--- src/rtl/hazard_tracker_pkg.sv ---
// rtl/hazard_tracker_pkg.sv - shared pipeline types for the hazard tracker
package hazard_tracker_pkg;

    // Widest register index a stage record can carry; NREG up to 256.
    localparam int REG_W_MAX = 8;

    // Operand source select presented to the Execute-stage operand muxes.
    typedef enum logic [1:0] {
        FWD_RF = 2'b00,
        FWD_W  = 2'b01,
        FWD_M  = 2'b10
    } fwdSel_t;

    // What the tracker remembers about the instruction occupying a stage.
    typedef struct packed {
        logic                 valid;
        logic [REG_W_MAX-1:0] rd;
        logic                 regWrite;
        logic                 memToReg;
        logic                 pcWrite;
    } stageRec_t;

    // An empty slot: loaded on flushes, memory-wait bubbles and reset.
    localparam stageRec_t BUBBLE = '0;

endpackage

--- src/rtl/hazard_tracker_match.sv ---
// rtl/hazard_tracker_match.sv - one source register versus one stage record
module hazard_match
    import hazard_tracker_pkg::*;
#(
    parameter int RW   = 4,
    parameter int NREG = 16
)
(
    input  logic [RW-1:0] src,
    input  logic          srcUsed,
    input  stageRec_t     stage,
    output logic          match
);

    logic [REG_W_MAX-1:0] srcWide;
    logic                 unusedFields;

    assign srcWide      = REG_W_MAX'(src);
    // Load and PC-write flags matter to the caller, not to the comparison.
    assign unusedFields = &{1'b0, stage.memToReg, stage.pcWrite};

    // The PC is never forwarded or interlocked through the register path.
    assign match = stage.valid & stage.regWrite & srcUsed
                 & (stage.rd == srcWide)
                 & (src != RW'(NREG - 1));

endmodule

--- src/rtl/hazard_tracker.sv ---
// rtl/hazard_tracker.sv - pipeline hazard detection, forwarding and perf counters
module hazard_tracker
    import hazard_tracker_pkg::*;
#(
    parameter int NSRC  = 2,
    parameter int NREG  = 16,
    parameter int CNT_W = 16
)
(
    input  logic                            clk,
    input  logic                            reset,
    input  logic                            ValidD,
    input  logic [NSRC*$clog2(NREG)-1:0]    SrcRegD,
    input  logic [NSRC-1:0]                 SrcUsedD,
    input  logic [$clog2(NREG)-1:0]         RdD,
    input  logic                            RegWriteD,
    input  logic                            MemtoRegD,
    input  logic                            PCWriteD,
    input  logic                            BranchTakenE,
    input  logic                            MemStallM,
    input  logic                            CntClr,
    output logic                            StallF,
    output logic                            StallD,
    output logic                            StallE,
    output logic                            StallM,
    output logic                            FlushD,
    output logic                            FlushE,
    output logic                            BubbleW,
    output logic [NSRC*2-1:0]               ForwardE,
    output logic [CNT_W-1:0]                CntStall,
    output logic [CNT_W-1:0]                CntFlush
);

    localparam int RW = $clog2(NREG);

    stageRec_t          recD;
    stageRec_t          recE;
    stageRec_t          recM;
    stageRec_t          recW;
    logic [NSRC*RW-1:0] srcE;
    logic [NSRC-1:0]    srcUsedE;

    logic [NSRC-1:0]    matchDE;
    logic [NSRC-1:0]    matchEM;
    logic [NSRC-1:0]    matchEW;

    logic               decodeValid;
    logic               ldStall;
    logic               pcWrPending;

    // Pack the Decode control bits into the same record shape the stages use.
    always_comb begin
        recD          = BUBBLE;
        recD.valid    = ValidD;
        recD.rd       = REG_W_MAX'(RdD);
        recD.regWrite = RegWriteD;
        recD.memToReg = MemtoRegD;
        recD.pcWrite  = PCWriteD;
    end

    // Decode sources against E (load-use); E sources against M and W (forwarding).
    genvar g;
    generate
        for (g = 0; g < NSRC; g++) begin : gSrc
            hazard_match #(.RW(RW), .NREG(NREG)) uMatchDE (
                .src     (SrcRegD[g*RW +: RW]),
                .srcUsed (SrcUsedD[g]),
                .stage   (recE),
                .match   (matchDE[g])
            );
            hazard_match #(.RW(RW), .NREG(NREG)) uMatchEM (
                .src     (srcE[g*RW +: RW]),
                .srcUsed (srcUsedE[g]),
                .stage   (recM),
                .match   (matchEM[g])
            );
            hazard_match #(.RW(RW), .NREG(NREG)) uMatchEW (
                .src     (srcE[g*RW +: RW]),
                .srcUsed (srcUsedE[g]),
                .stage   (recW),
                .match   (matchEW[g])
            );
        end
    endgenerate

    // Per-port operand select; the younger result in M wins over W.
    always_comb begin
        ForwardE = '0;
        for (int i = 0; i < NSRC; i++) begin
            if (matchEM[i]) begin
                ForwardE[i*2 +: 2] = FWD_M;
            end else if (matchEW[i]) begin
                ForwardE[i*2 +: 2] = FWD_W;
            end
        end
    end

    // Decode is masked during reset so only the live E/M inputs can assert outputs.
    assign decodeValid = ValidD & reset;
    assign ldStall     = decodeValid & recE.valid & recE.memToReg & (|matchDE);
    assign pcWrPending = (decodeValid & PCWriteD)
                       | (recE.valid & recE.pcWrite)
                       | (recM.valid & recM.pcWrite);

    assign StallF  = ldStall | pcWrPending | MemStallM;
    assign StallD  = ldStall | MemStallM;
    assign StallE  = MemStallM;
    assign StallM  = MemStallM;
    assign BubbleW = MemStallM;
    // A branch held through a memory wait flushes once the wait lifts.
    assign FlushD  = ~MemStallM & (pcWrPending | (recW.valid & recW.pcWrite) | BranchTakenE);
    assign FlushE  = ~MemStallM & (ldStall | BranchTakenE);

    // Shadow pipeline: memory wait freezes E and M and drains a bubble into W.
    always_ff @(posedge clk or negedge reset) begin
        if (!reset) begin
            recE     <= BUBBLE;
            recM     <= BUBBLE;
            recW     <= BUBBLE;
            srcE     <= '0;
            srcUsedE <= '0;
        end else if (MemStallM) begin
            recW <= BUBBLE;
        end else begin
            recW <= recM;
            recM <= recE;
            if (FlushE) begin
                recE     <= BUBBLE;
                srcE     <= '0;
                srcUsedE <= '0;
            end else begin
                recE     <= recD;
                srcE     <= SrcRegD;
                srcUsedE <= SrcUsedD;
            end
        end
    end

    // Saturating stall/flush event counters; clear beats increment.
    always_ff @(posedge clk or negedge reset) begin
        if (!reset) begin
            CntStall <= '0;
            CntFlush <= '0;
        end else if (CntClr) begin
            CntStall <= '0;
            CntFlush <= '0;
        end else begin
            if (StallD && (CntStall != '1)) begin
                CntStall <= CntStall + CNT_W'(1);
            end
            if (FlushE && (CntFlush != '1)) begin
                CntFlush <= CntFlush + CNT_W'(1);
            end
        end
    end

endmodule

--- config.mk ---
export PLATFORM = sky130hd
export DESIGN_NAME = hazard_tracker
export DESIGN_NICKNAME = d
export VERILOG_FILES = /design/src/rtl/hazard_tracker_pkg.sv /design/src/rtl/hazard_tracker_match.sv /design/src/rtl/hazard_tracker.sv
export SDC_FILE = /design/constraint.sdc
export NUM_CORES = 1
export LEC_CHECK = 0
export BUFFER_PORTS_ARGS = -buffer_cell sky130_fd_sc_hd__buf_2
export CORE_ASPECT_RATIO = 1.5
export CORE_UTILIZATION = 51
export CTS_BUF_LIST = sky130_fd_sc_hd__clkbuf_8
export DETAILED_ROUTE_END_ITERATION = 6
export PLACE_DENSITY = 0.78
export SYNTH_ARGS = -nofsm -noshare
export SYNTH_HDL_FRONTEND = slang
export SYNTH_SLANG_ARGS = --single-unit
--- constraint.sdc ---
create_clock -name clk -period 2.4 [get_ports clk]
set_input_delay 0.36 -clock clk [delete_from_list [all_inputs] [get_ports clk]]
set_output_delay 0.36 -clock clk [all_outputs]
set_load 0.02 [all_outputs]
==> results of run 1 <==
-- per-layer routing --
metal / wire [µm] / vias up / share of wire, %
met5: 0 / - / 0
met3: 336 / 15 / 4.1
li1: - / 1379 / -
met1: 3360 / 1454 / 41
met4: 204 / 0 / 2.5
met2: 4350 / 78 / 53
-- cell families (layout without fill, tap and decap cells) --
family / count (synthesis) / after routing / synth area share (%)
AOI/OAI and AO/OA: 75 / 75 / 14.9
xor gates and xnor gates: 25 / 25 / 6.61
adders and majority gates: 2 / 2 / 0.756
buffers and inverters: 26 / 114 / 3.82
DFF: 64 / 64 / 48.4
muxes: 14 / 14 / 4.72
and+or+nand+nor: 122 / 122 / 20.9
-- synth_stat cells (2+ instances only) --
cell type   n  share of area [%]
a21oi_1    25                3.8
a22o_1     19                5.0
and3_1      5               0.94
buf_2       2               0.30
buf_4       5                1.1
clkbuf_1   12                1.4
dfrtp_1    64                 48
ha_1        2               0.76
inv_1       6               0.68
mux2_1      3                1.0
mux2_2     10                3.4
nand2_1     7               0.79
nand3_1    31                4.7
nand4_1     9                1.7
nor2_1     17                1.9
nor2b_1    14                2.6
nor3_1      4               0.60
nor3b_1     2               0.45
nor4_1      6                1.1
o21ai_0    14                2.1
o21ai_1     2               0.30
o31ai_1     8                1.8
or3_1      13                2.5
or4_1      10                2.3
xnor2_1    17                4.5
xor2_1      8                2.1
-- report_power, final --
part	internal [W]	leakage [nW]	switching [W]
clock	0.000670	0.115	0.000437
sequential	0.00113	0.865	0.0000612
combinational	0.000153	0.945	0.000168
-- cell type report --
cell class              count  area, µm²
clock inverters             4       75.1
inverters                   6       22.5
well taps                  74       92.6
multi-input cells         238       1720
fillers                   487       1950
repair buffers             92        592
flip-flops and latches     64       1600
clock buffers              12        165
-- final timing paths --
check | cells past startpoint | slack [ns] | end | start
worst max-delay path | 8 | -0.02 | FlushE | recE[3]
worst min-delay path | 2 | 0.01 | recE[5] | reset
worst max register to register | 9 | 0.03 | CntFlush[13] | recE[3]
worst min register to register | 1 | 0.53 | srcUsedE[1] | srcUsedE[1]
max in group asynchronous | 3 | 1.47 | recM[3] | reset
min in group clk | 2 | 0.23 | recE[5] | RdD[2]
-- flip-flops by register name (all words and copies together), names as in the netlist --
signal    cells
srcUsedE      2
recE          8
CntFlush     16
recW          7
recM          7
CntStall     16
srcE          8
-- timing repair --
action | in CTS | in global routing
gates resized for setup | 10 | 25
pin swaps | 4 | 19
endpoints found under the hold margin | 0 | 0
gates cloned | 0 | 1
setup buffers | 3 | 2
endpoints found under the setup margin | 20 | 24
-- through the flow --
stage | std cells | worst slack (ns) | setup TNS (ns) | util [%]
floorplan | 328 | 0.0529 | 0 | -
detailed placement | 468 | -0.217 | -2.72 | 61.1
global route | 490 | -0.0661 | -0.313 | 68.7
CTS | 487 | -0.00396 | -0.00396 | 66.1
finish | 490 | -0.0225 | -0.0281 | 68.7
global placement | 468 | -0.165 | -1.67 | 61.1
==> results.json, run 1 <==
{
  "grt_pass1_vias": 2772,
  "synth_cell_type_count": 39,
  "wirelength_um": 8260,
  "cp_max_fo": 4,
  "fin_ws_ns": -0.0225,
  "layout_commonest_cell": "dfrtp_1",
  "h-tree-depth": 3,
  "grt_setup_unrepaired": "yes",
  "syn_nets": 353,
  "violations": "setup timing",
  "hold_violations": 0,
  "syn_to_final_growth_pct": 28.9,
  "io_buffers": 65,
  "drive_gt1_share_pct": 34.6,
  "grtUsageMet3_pct": 3.17,
  "cts-buffers-inserted": 9,
  "die_w_um": 67.8,
  "die_h_um": 101,
  "slowest_stage": "dfrtp_1",
  "grt_overflow": 0,
  "critPathRequiredTime_ns": 2.04,
  "critical_path_buf_inv_count": 5,
  "dpl.hpwl_um": 5520,
  "path_class": "flop to output pin",
  "leakage_nw": 1.93,
  "period_needed_ns": 2.42,
  "grt.met2_usage_pct": 43.6,
  "async_flop_share_pct": 100,
  "grt_max_degree": 51,
  "synth-main-ff-cell": "dfrtp_1",
  "finalClockSkew_ns": 0.0102,
  "drv_cap": 0,
  "finalPower_w": 0.00262,
  "clk_latency_ns": 0.35,
  "period_share_pct": 101,
  "finalNetCount": 436,
  "dieArea_um2": 6820,
  "core_um2": 6220,
  "routed_via_density": 5.97,
  "slew_violations": 0,
  "synth_cells": 328,
  "relSlewSlack_pct": 56.6,
  "gp_congestion": 0.842,
  "synth-edff-count": 0,
  "clk_pin_slew_ns": 0.07,
  "top_usage_layer": "met2",
  "drt_iter0_drc": 283,
  "p_per_area_nw_per_um2": 613,
  "worstPathArrival_ns": 2.06,
  "drc_errors": 0,
  "hold_class": "input pin to asynchronous set/reset pin",
  "fin_area_um2": 4270,
  "ir_drop_v": 0.000489,
  "firstDrtPassIters": 4,
  "final_cell_mix": "dfrtp_1 (64), buf_2 (62), nand3_1 (31)",
  "ant_nets": 0,
  "netlist_area_um2": 3310,
  "initial_core_util_pct": 53.2,
  "dpl_cell_area_um2": 3800,
  "use_met1_pct": 30.6,
  "grt_first_pass_wirelength_um": 13000,
  "status": "finished with violations",
  "routedWlPerCell_um": 16.9,
  "num_rows": 35,
  "startpoint_type": "flop",
  "antenna_found_initial": 0,
  "ys_seq_area_share_pct": 48.4,
  "holdBufCountCts": 0,
  "whs_ns": 0.0137,
  "ios": 66,
  "timing.fmax_mhz": 413,
  "vias": 2926,
  "clkSinkCount": 64,
  "yosys_warnings": 0,
  "synth_seq_cells": 64,
  "critical_path.cell_chain": "buf_6 > xor2_2 > nor4_2 > buf_4 > a311oi_4 > buf_4 > inv_2 > buf_6",
  "worst_pin_slew_ns": 0.651,
  "synth.avg_cell_area_um2": 10.1,
  "finalSetupViolCount": 2,
  "max_stage_delay_ns": 0.40,
  "cts_tree": "done",
  "grt_usage_pct": 25.5,
  "crit_family": "buffers and inverters",
  "critPathCaptureType": "output pin",
  "num_antenna_cells": 0,
  "cts.path.max_buffers": 2,
  "cts_root_buf": "clkbuf_8"
}
Power figures use the tool's default switching activity.
==> run 2, diff against run 1 <==
--- a/config.mk
+++ b/config.mk
@@ -5,6 +5,7 @@
 export SDC_FILE = /design/constraint.sdc
 export NUM_CORES = 1
 export LEC_CHECK = 0
+export ABC_CLOCK_PERIOD_IN_PS = 2400
 export BUFFER_PORTS_ARGS = -buffer_cell sky130_fd_sc_hd__buf_2
 export CORE_ASPECT_RATIO = 1.5
 export CORE_UTILIZATION = 51
@@ -14,3 +15,4 @@
 export SYNTH_ARGS = -nofsm -noshare
 export SYNTH_HDL_FRONTEND = slang
 export SYNTH_SLANG_ARGS = --single-unit
+export TNS_END_PERCENT = 30
==> run 2 against run 1 <==
The run still ends with setup timing left. Largest cell class unchanged. Largest power group unchanged. Highest routed layer unchanged. Combinational power is 2% lower. Critical path depth unchanged. Via count is essentially flat. First-iteration DRC count is 6.4% lower. Critical path type unchanged.
==> results.json, run 2 (synthesis results as in run 1) <==
{
  "status": "finished with violations",
  "violations": "setup timing",
  "die_w_um": 67.8,
  "grt_usage_pct": 25.5,
  "holdBufCountCts": 0,
  "dieArea_um2": 6820,
  "initial_core_util_pct": 53.2,
  "finalNetCount": 435,
  "grt_first_pass_wirelength_um": 13000,
  "die_h_um": 101,
  "relSlewSlack_pct": 56.4,
  "io_buffers": 65,
  "syn_to_final_growth_pct": 28.1,
  "antenna_found_initial": 0,
  "path_class": "flop to output pin",
  "cp_max_fo": 4,
  "timing.fmax_mhz": 412,
  "r2r_slack_ns": 0.03,
  "largest_registers": "CntFlush: 16 flops, CntStall: 16 flops",
  "ant_nets": 0,
  "p_per_area_nw_per_um2": 615,
  "hold_violations": 0,
  "leakage_nw": 1.91,
  "hold_class": "input pin to asynchronous set/reset pin",
  "clkSinkCount": 64,
  "drive_gt1_share_pct": 34.5,
  "fin_tns_setup_ns": -0.0470,
  "final_cell_mix": "dfrtp_1 (64), buf_2 (62), nand3_1 (31)",
  "dpl.cell_count": 468,
  "grt_setup_unrepaired": "yes",
  "layout_commonest_cell": "dfrtp_1",
  "slew_violations": 0,
  "ios": 66,
  "worstPathArrival_ns": 2.07,
  "wirelength_um": 8130,
  "grt_max_degree": 51,
  "startpoint_type": "flop",
  "finalPower_w": 0.00261,
  "clk_latency_ns": 0.35,
  "num_rows": 35,
  "cts_tree": "done",
  "ir_drop_v": 0.000489,
  "finalClockSkew_ns": 0.00895,
  "critPathRequiredTime_ns": 2.04,
  "grt_overflow": 0,
  "clk_pin_slew_ns": 0.07,
  "fin_ws_ns": -0.0289,
  "drc_errors": 0,
  "critPathCaptureType": "output pin",
  "gp_congestion": 0.842,
  "firstDrtPassIters": 4,
  "h-tree-depth": 3,
  "period_share_pct": 101,
  "drv_cap": 0,
  "period_needed_ns": 2.43,
  "core_um2": 6220,
  "cts_root_buf": "clkbuf_8",
  "num_antenna_cells": 0,
  "routed_via_density": 5.99,
  "drt_iter0_drc": 265,
  "vias": 2927,
  "cts-buffers-inserted": 9,
  "final_cells": 489,
  "cts.path.max_buffers": 2,
  "finalSetupViolCount": 3,
  "dpl.hpwl_um": 5520,
  "grt_pass1_vias": 2772,
  "routedWlPerCell_um": 16.6,
  "worst_pin_slew_ns": 0.654
}
run 2: path summary, 6_finish.rpt:
check                               endpoint  cells past startpoint        start
worst max-delay path                  FlushE                      8      recE[3]
worst min-delay path                 recE[5]                      2        reset
worst max register to register  CntFlush[13]                      9      recE[3]
worst min register to register   srcUsedE[1]                      1  srcUsedE[1]
max in group asynchronous            recM[3]                      3        reset
min in group clk                     recE[5]                      2       RdD[2]
run 2: power breakdown:
part	total (W)	switching, W	internal (W)
logic	0.000316	0.000167	0.000149
registers	0.00119	0.0000614	0.00113
clock network	0.00110	0.000434	0.000670
total	0.00261	0.000663	0.00195
run 2: layer usage:
layer,up-vias,wire length (µm),global-route usage (%)
met4,0,214,13.3
met3,17,311,3.17
met2,80,4290,43.6
li1,1382,-,-
met1,1448,3320,30.6
met5,-,0,0
run 2: critical path, stage by stage (launching register included):
cell      delay (ns)
dfrtp_1         0.40
buf_6           0.14
xor2_2          0.15
nor4_2          0.37
buf_4           0.21
a311oi_4        0.12
buf_4           0.18
inv_2           0.05
buf_6           0.10
run 2: area by class of cell:
class	instances	area, µm²
flip-flops and latches	64	1600
inverters	6	22.5
clock inverters	4	75.1
repair buffers	91	563
multi-input cells	238	1720
well taps	74	92.6
clock buffers	12	165
fillers	490	1980
run 2: per-stage QoR:
step	cell area (µm²)	util (%)	setup slack [ns]	hold WS (ns)
2_1_floorplan	3310	-	0.0529	0.0644
3_3_place_gp	3800	61.1	-0.165	0.385
3_5_place_dp	3800	61.1	-0.217	0.384
4_1_cts	4110	66.1	-0.00396	0.0122
5_1_grt	4240	68.2	-0.0661	0.0208
6_report	4240	68.2	-0.0289	0.0137
run 2: repair_timing:
action                                  CTS  global route
pin swaps                                 4            18
endpoints found under the setup margin   20            24
resized for setup                        10            24
buffers inserted                          3             2
